$ cat config.mk
export PLATFORM = sky130hd
export DESIGN_NAME = vector_ping_pong_sched
export DESIGN_NICKNAME = d
export VERILOG_FILES = /design/src/rtl/vector_ping_pong_sched.sv
export SDC_FILE = /design/constraint.sdc
export NUM_CORES = 1
export LEC_CHECK = 0
export CORE_ASPECT_RATIO = 2
export CORE_MARGIN = 2
export CORE_UTILIZATION = 35
export DETAILED_ROUTE_END_ITERATION = 10
export HOLD_SLACK_MARGIN = 0.05
export PLACE_DENSITY = 0.67
export SLEW_MARGIN = 30
export SYNTH_ARGS = -nofsm -noshare
export SYNTH_HDL_FRONTEND = slang
export SYNTH_SLANG_ARGS = --single-unit
$ cat constraint.sdc
create_clock -name clk -period 3.05 [get_ports clk]
set_input_delay 0.305 -clock clk [delete_from_list [all_inputs] [get_ports clk]]
set_output_delay 0.305 -clock clk [all_outputs]
set_load 0.05 [all_outputs]
$ cat src/rtl/vector_ping_pong_sched.sv
// Iteration scheduler for a ping-pong vector RAM pair: sweeps read addresses over x, waits for
// all x reads and x_n writes to retire, then pings the pair to swap banks for the next pass.
module vector_ping_pong_sched #(
    parameter int unsigned LENGTH      = 32,
    parameter int unsigned PARALLELISM = 4,
    parameter int unsigned ITER_WIDTH  = 16
) (
    input  logic                               clk,
    input  logic                               rst,
    input  logic                               start,
    input  logic [ITER_WIDTH-1:0]              num_iters,
    output logic                               busy,
    output logic                               done,
    output logic                               rd_valid,
    input  logic                               rd_ready,
    output logic [PARALLELISM*$clog2(LENGTH)-1:0] rd_addr,
    input  logic                               rd_resp,
    input  logic                               wr_beat,
    output logic                               ping,
    output logic [ITER_WIDTH-1:0]              iter,
    output logic                               err
);

    localparam int unsigned ADDR_WIDTH = $clog2(LENGTH);
    localparam int unsigned BEATS      = LENGTH / PARALLELISM;
    localparam int unsigned CNT_WIDTH  = $clog2(BEATS + 1);

    localparam logic [CNT_WIDTH-1:0] BeatsCnt = CNT_WIDTH'(BEATS);
    localparam logic [CNT_WIDTH-1:0] LastBeat = CNT_WIDTH'(BEATS - 1);

    typedef enum logic [2:0] {StIdle, StIssue, StDrain, StSwap, StSettle} state_e;

    state_e                state_q, state_d;
    logic [CNT_WIDTH-1:0]  beat_cnt_q, beat_cnt_d;
    logic [CNT_WIDTH-1:0]  rresp_cnt_q, rresp_cnt_d;
    logic [CNT_WIDTH-1:0]  wbeat_cnt_q, wbeat_cnt_d;
    logic [ITER_WIDTH-1:0] iter_q, iter_d;
    logic [ITER_WIDTH-1:0] num_iters_q, num_iters_d;
    logic                  done_q, done_d;
    logic                  err_q, err_d;
    logic                  last_iter;

    assign last_iter = (iter_q == num_iters_q - ITER_WIDTH'(1));

    always_ff @(posedge clk or posedge rst) begin
        if (rst) begin
            state_q <= StIdle;
        end else begin
            state_q <= state_d;
        end
    end

    always_ff @(posedge clk or posedge rst) begin
        if (rst) begin
            beat_cnt_q  <= '0;
            rresp_cnt_q <= '0;
            wbeat_cnt_q <= '0;
            iter_q      <= '0;
            num_iters_q <= '0;
            done_q      <= 1'b0;
            err_q       <= 1'b0;
        end else begin
            beat_cnt_q  <= beat_cnt_d;
            rresp_cnt_q <= rresp_cnt_d;
            wbeat_cnt_q <= wbeat_cnt_d;
            iter_q      <= iter_d;
            num_iters_q <= num_iters_d;
            done_q      <= done_d;
            err_q       <= err_d;
        end
    end

    // Counters, iteration bookkeeping and sticky overflow detection.
    always_comb begin
        beat_cnt_d  = beat_cnt_q;
        rresp_cnt_d = rresp_cnt_q;
        wbeat_cnt_d = wbeat_cnt_q;
        iter_d      = iter_q;
        num_iters_d = num_iters_q;
        done_d      = 1'b0;
        err_d       = err_q;

        if (state_q == StIssue || state_q == StDrain) begin
            if (rd_resp) begin
                if (rresp_cnt_q == BeatsCnt) err_d = 1'b1;
                else rresp_cnt_d = rresp_cnt_q + CNT_WIDTH'(1);
            end
            if (wr_beat) begin
                if (wbeat_cnt_q == BeatsCnt) err_d = 1'b1;
                else wbeat_cnt_d = wbeat_cnt_q + CNT_WIDTH'(1);
            end
        end else if (rd_resp || wr_beat) begin
            err_d = 1'b1;
        end

        unique case (state_q)
            StIdle: begin
                if (start) begin
                    num_iters_d = num_iters;
                    iter_d      = '0;
                    beat_cnt_d  = '0;
                    rresp_cnt_d = '0;
                    wbeat_cnt_d = '0;
                    done_d      = (num_iters == '0);
                end
            end
            StIssue: begin
                if (rd_ready && beat_cnt_q != BeatsCnt) beat_cnt_d = beat_cnt_q + CNT_WIDTH'(1);
            end
            StSwap: begin
                beat_cnt_d  = '0;
                rresp_cnt_d = '0;
                wbeat_cnt_d = '0;
            end
            StSettle: begin
                if (last_iter) done_d = 1'b1;
                else iter_d = iter_q + ITER_WIDTH'(1);
            end
            default: ;
        endcase
    end

    always_comb begin
        state_d = state_q;
        unique case (state_q)
            StIdle:   if (start && num_iters != '0) state_d = StIssue;
            StIssue:  if (rd_ready && beat_cnt_q == LastBeat) state_d = StDrain;
            // Use the post-update counts so a final beat arriving now is not missed.
            StDrain:  if (rresp_cnt_d == BeatsCnt && wbeat_cnt_d == BeatsCnt) state_d = StSwap;
            StSwap:   state_d = StSettle;
            StSettle: state_d = last_iter ? StIdle : StIssue;
            default:  state_d = StIdle;
        endcase
    end

    always_comb begin
        busy     = (state_q != StIdle);
        rd_valid = (state_q == StIssue);
        ping     = (state_q == StSwap);
        done     = done_q;
        err      = err_q;
        iter     = iter_q;
        rd_addr  = '0;
        if (state_q == StIssue) begin
            for (int i = 0; i < int'(PARALLELISM); i++) begin
                rd_addr[i*ADDR_WIDTH +: ADDR_WIDTH] =
                    ADDR_WIDTH'(int'(beat_cnt_q) * int'(PARALLELISM) + i);
            end
        end
    end

endmodule
==> flow_summary.yaml <==
setup_path:
  crit_required_ns: 3.24
  cp_top_family: "simple AND/OR/NAND/NOR gates"
  critPathMaxStageDelay_ns: 0.58
  crit_start: "num_iters_q[8]$_DFFE_PP0P_"
  setup.worst_path.class: "reg -> reg"
  critPathMaxFanout: 8
  crit_chain: "or4_4 > nor2_4 > and4b_1 > mux2_2 > a21o_1 > or4_1 > o22ai_1"
  crit_buf_inv: 0
  cp-start-kind: "flop"
  cp_slowest_cell: "or4_1"
  arrival_ns: 3.11
  r2r-start: "num_iters_q[8]$_DFFE_PP0P_"
  endpoint_kind: "flop"
floorplan:
  io_pins: 63
  die_h_microns: 148
  die_w_microns: 75.8
  initial_core_util_pct: 35.8
  core-area_sq_um: 10100
  row_count: 52
  dieArea_sq_um: 11200
route:
  drtAntennaViolNets: 0
  drt-initial-drc-count: 265
  vias: 3395
  drc: 0
  drtPass1Iterations: 4
  wl_per_cell_microns: 15.3
  via_per_inst: 5.50
  postRouteWirelength_microns: 9460
run_status:
  status: "complete, no violations"
timing:
  max_freq_ghz: 0.343
  whs_ns: 0.201
  tightest_slew_ns: 0.664
  finalCriticalPeriod_ns: 2.92
  clock_skew_ns: 0.00354
  fin_ws_ns: 0.132
  relSlewSlack_pct: 55.7
  setup_viol_count_final: 0
  finalHoldViolCount: 0
  report.final.slew_viol_count: 0
  fin_crit_sh_pct: 95.7
  final.setup.tns_ns: 0
layout:
  fin_cells: 617
  n_antenna_cell: 0
  syn_to_final_growth_pct: 23.6
  nFillCells: 986
  final_nets: 511
  stdcell_area_sq_um: 4460
  final_layout_size_suffix_gt1_share_pct: 8.09
  fin_util_pct: 44.2
logic_synthesis:
  postSynthCellCount: 438
  async_flop_share_pct: 100
  yosys.area.top_type: "dfrtp_1"
  ys.flop_type: "dfrtp_1"
  synth_area_leaders: "dfrtp_1 (34%), nand2_1 (7.4%), buf_4 (4.0%)"
  synth_most_common_cell: "nand2_1"
  synth_edf_count: 0
  seq_area_frac_synth_pct: 34.0
  yosysTopAreaCellShare_pct: 34.0
  syn_area_sq_um: 3610
  yosys_warnings: 0
  synth_top_cells_by_count: "nand2_1 (71), dfrtp_1 (49), nor2_1 (24), nand3_1 (20)"
  yosysUniqueCellTypes: 58
  postSynthAreaPerCell_sq_um: 8.24
  synth-seq-cells: 49
global_route:
  antenna_found_initial: 0
  track_usage_pct: 17.9
  grt.overflow.total: 0
  grt_pass1_wl_microns: 15600
  grt_pass1_vias: 3302
  grt_max_degree: 44
power_and_ir_drop:
  power_leakage_nw: 1.88
  power_density_nw_per_um2: 1090
  finalPower_mw: 4.88
  peakVddDrop_mv: 0.485
min_path:
  hp-class: "in -> async"
clock_tree:
  numCtsBuffers: 5
  cts_max_level: 2
  cts.sinks: 49
  clockBufferDepth: 2
  clk_pin_slew_ns: 0.07
  root_buffer: "clkbuf_16"
  cts_tree: "built"
  worstSkewPairLatency_ns: 0.30
job:
  cap_violations: 0
place:
  placed_cells: 608
  place_ws_ns: 0.0355
  port_buffers: 58
  dp_hpwl_microns: 7130
  routabilityCongestion: 0.861
  postPlaceCellArea_sq_um: 4250
## repair_timing
action	CTS	global route
hold buffers	0	0
pin swaps	0	1
resized for setup	1	2
buffers inserted	0	1
endpoints found under the setup margin	2	15
## area by class of cell
| class | count | area, sq um | share of cell area [%] |
|---|---|---|---|
| inverters | 18 | 67.6 | 1.51 |
| clock inverters | 3 | 65.1 | 1.46 |
| clock buffers | 5 | 125 | 2.80 |
| flip-flops and latches | 49 | 1230 | 27.5 |
| multi-input cells | 334 | 2120 | 47.4 |
| well taps | 135 | 169 | 3.79 |
| repair buffers | 73 | 693 | 15.5 |
## power by group
group / internal (mW) / switching [mW] / total (mW)
sequential: 0.908 / 0.447 / 1.36
combinational: 1.06 / 1.74 / 2.80
clock: 0.469 / 0.255 / 0.724
total: 2.44 / 2.44 / 4.88
## cells by family (layout without fill, tap and decap cells)
family | after synthesis | after routing | share of synthesized area, %
compound gates | 77 | 77 | 15.5
xor+xnor | 24 | 24 | 5.82
fa+ha+maj | 8 | 8 | 2.77
buf+inv | 58 | 99 | 8.28
flops | 49 | 49 | 34.0
mux | 6 | 6 | 1.73
other cells | 1 | 4 | 0.104
simple gates | 215 | 215 | 31.8
## metal layers
layer | global-route usage [%] | share of wire [%]
met3 | 2.66 | 3.9
met4 | 8.95 | 3.6
met5 | 0 | 0
met2 | 32.0 | 55
met1 | 19.2 | 37
## cell usage in the layout, fill, tap and decap left out, drive strengths merged, types with 7 or more instances in the layout
master / instances
and3: 8
o211ai: 8
o21ai: 15
a21oi: 19
and2: 7
nand2: 71
nand2b: 12
xnor2: 13
dfrtp: 49
xor2: 11
nand4: 19
nor3: 14
nand3: 20
nor4: 9
nor2: 25
ha: 8
clkdlybuf4s50: 58
buf: 15
inv: 18
## flip-flops by register name (all words and copies together), names as in the netlist
signal	cells
rresp_cnt_q	4
iter	16
wbeat_cnt_q	4
state_q	3
err	1
beat_cnt_q	4
num_iters_q	16
done	1
## final timing paths
| path | to | slack (ns) | cells after the start |
|---|---|---|---|
| hold reg to reg | num_iters_q[15]$_DFFE_PP0P_ | 0.50 | 2 |
| min in group clk | num_iters_q[15]$_DFFE_PP0P_ | 0.50 | 2 |
| setup / recovery | done$_DFF_PP0_ | 0.13 | 7 |
| setup reg to reg | done$_DFF_PP0_ | 0.13 | 7 |
| max in group asynchronous | iter[8]$_DFFE_PP0P_ | 2.08 | 3 |
| hold / removal | wbeat_cnt_q[3]$_DFF_PP0_ | 0.20 | 2 |
Power figures use the tool's default switching activity.
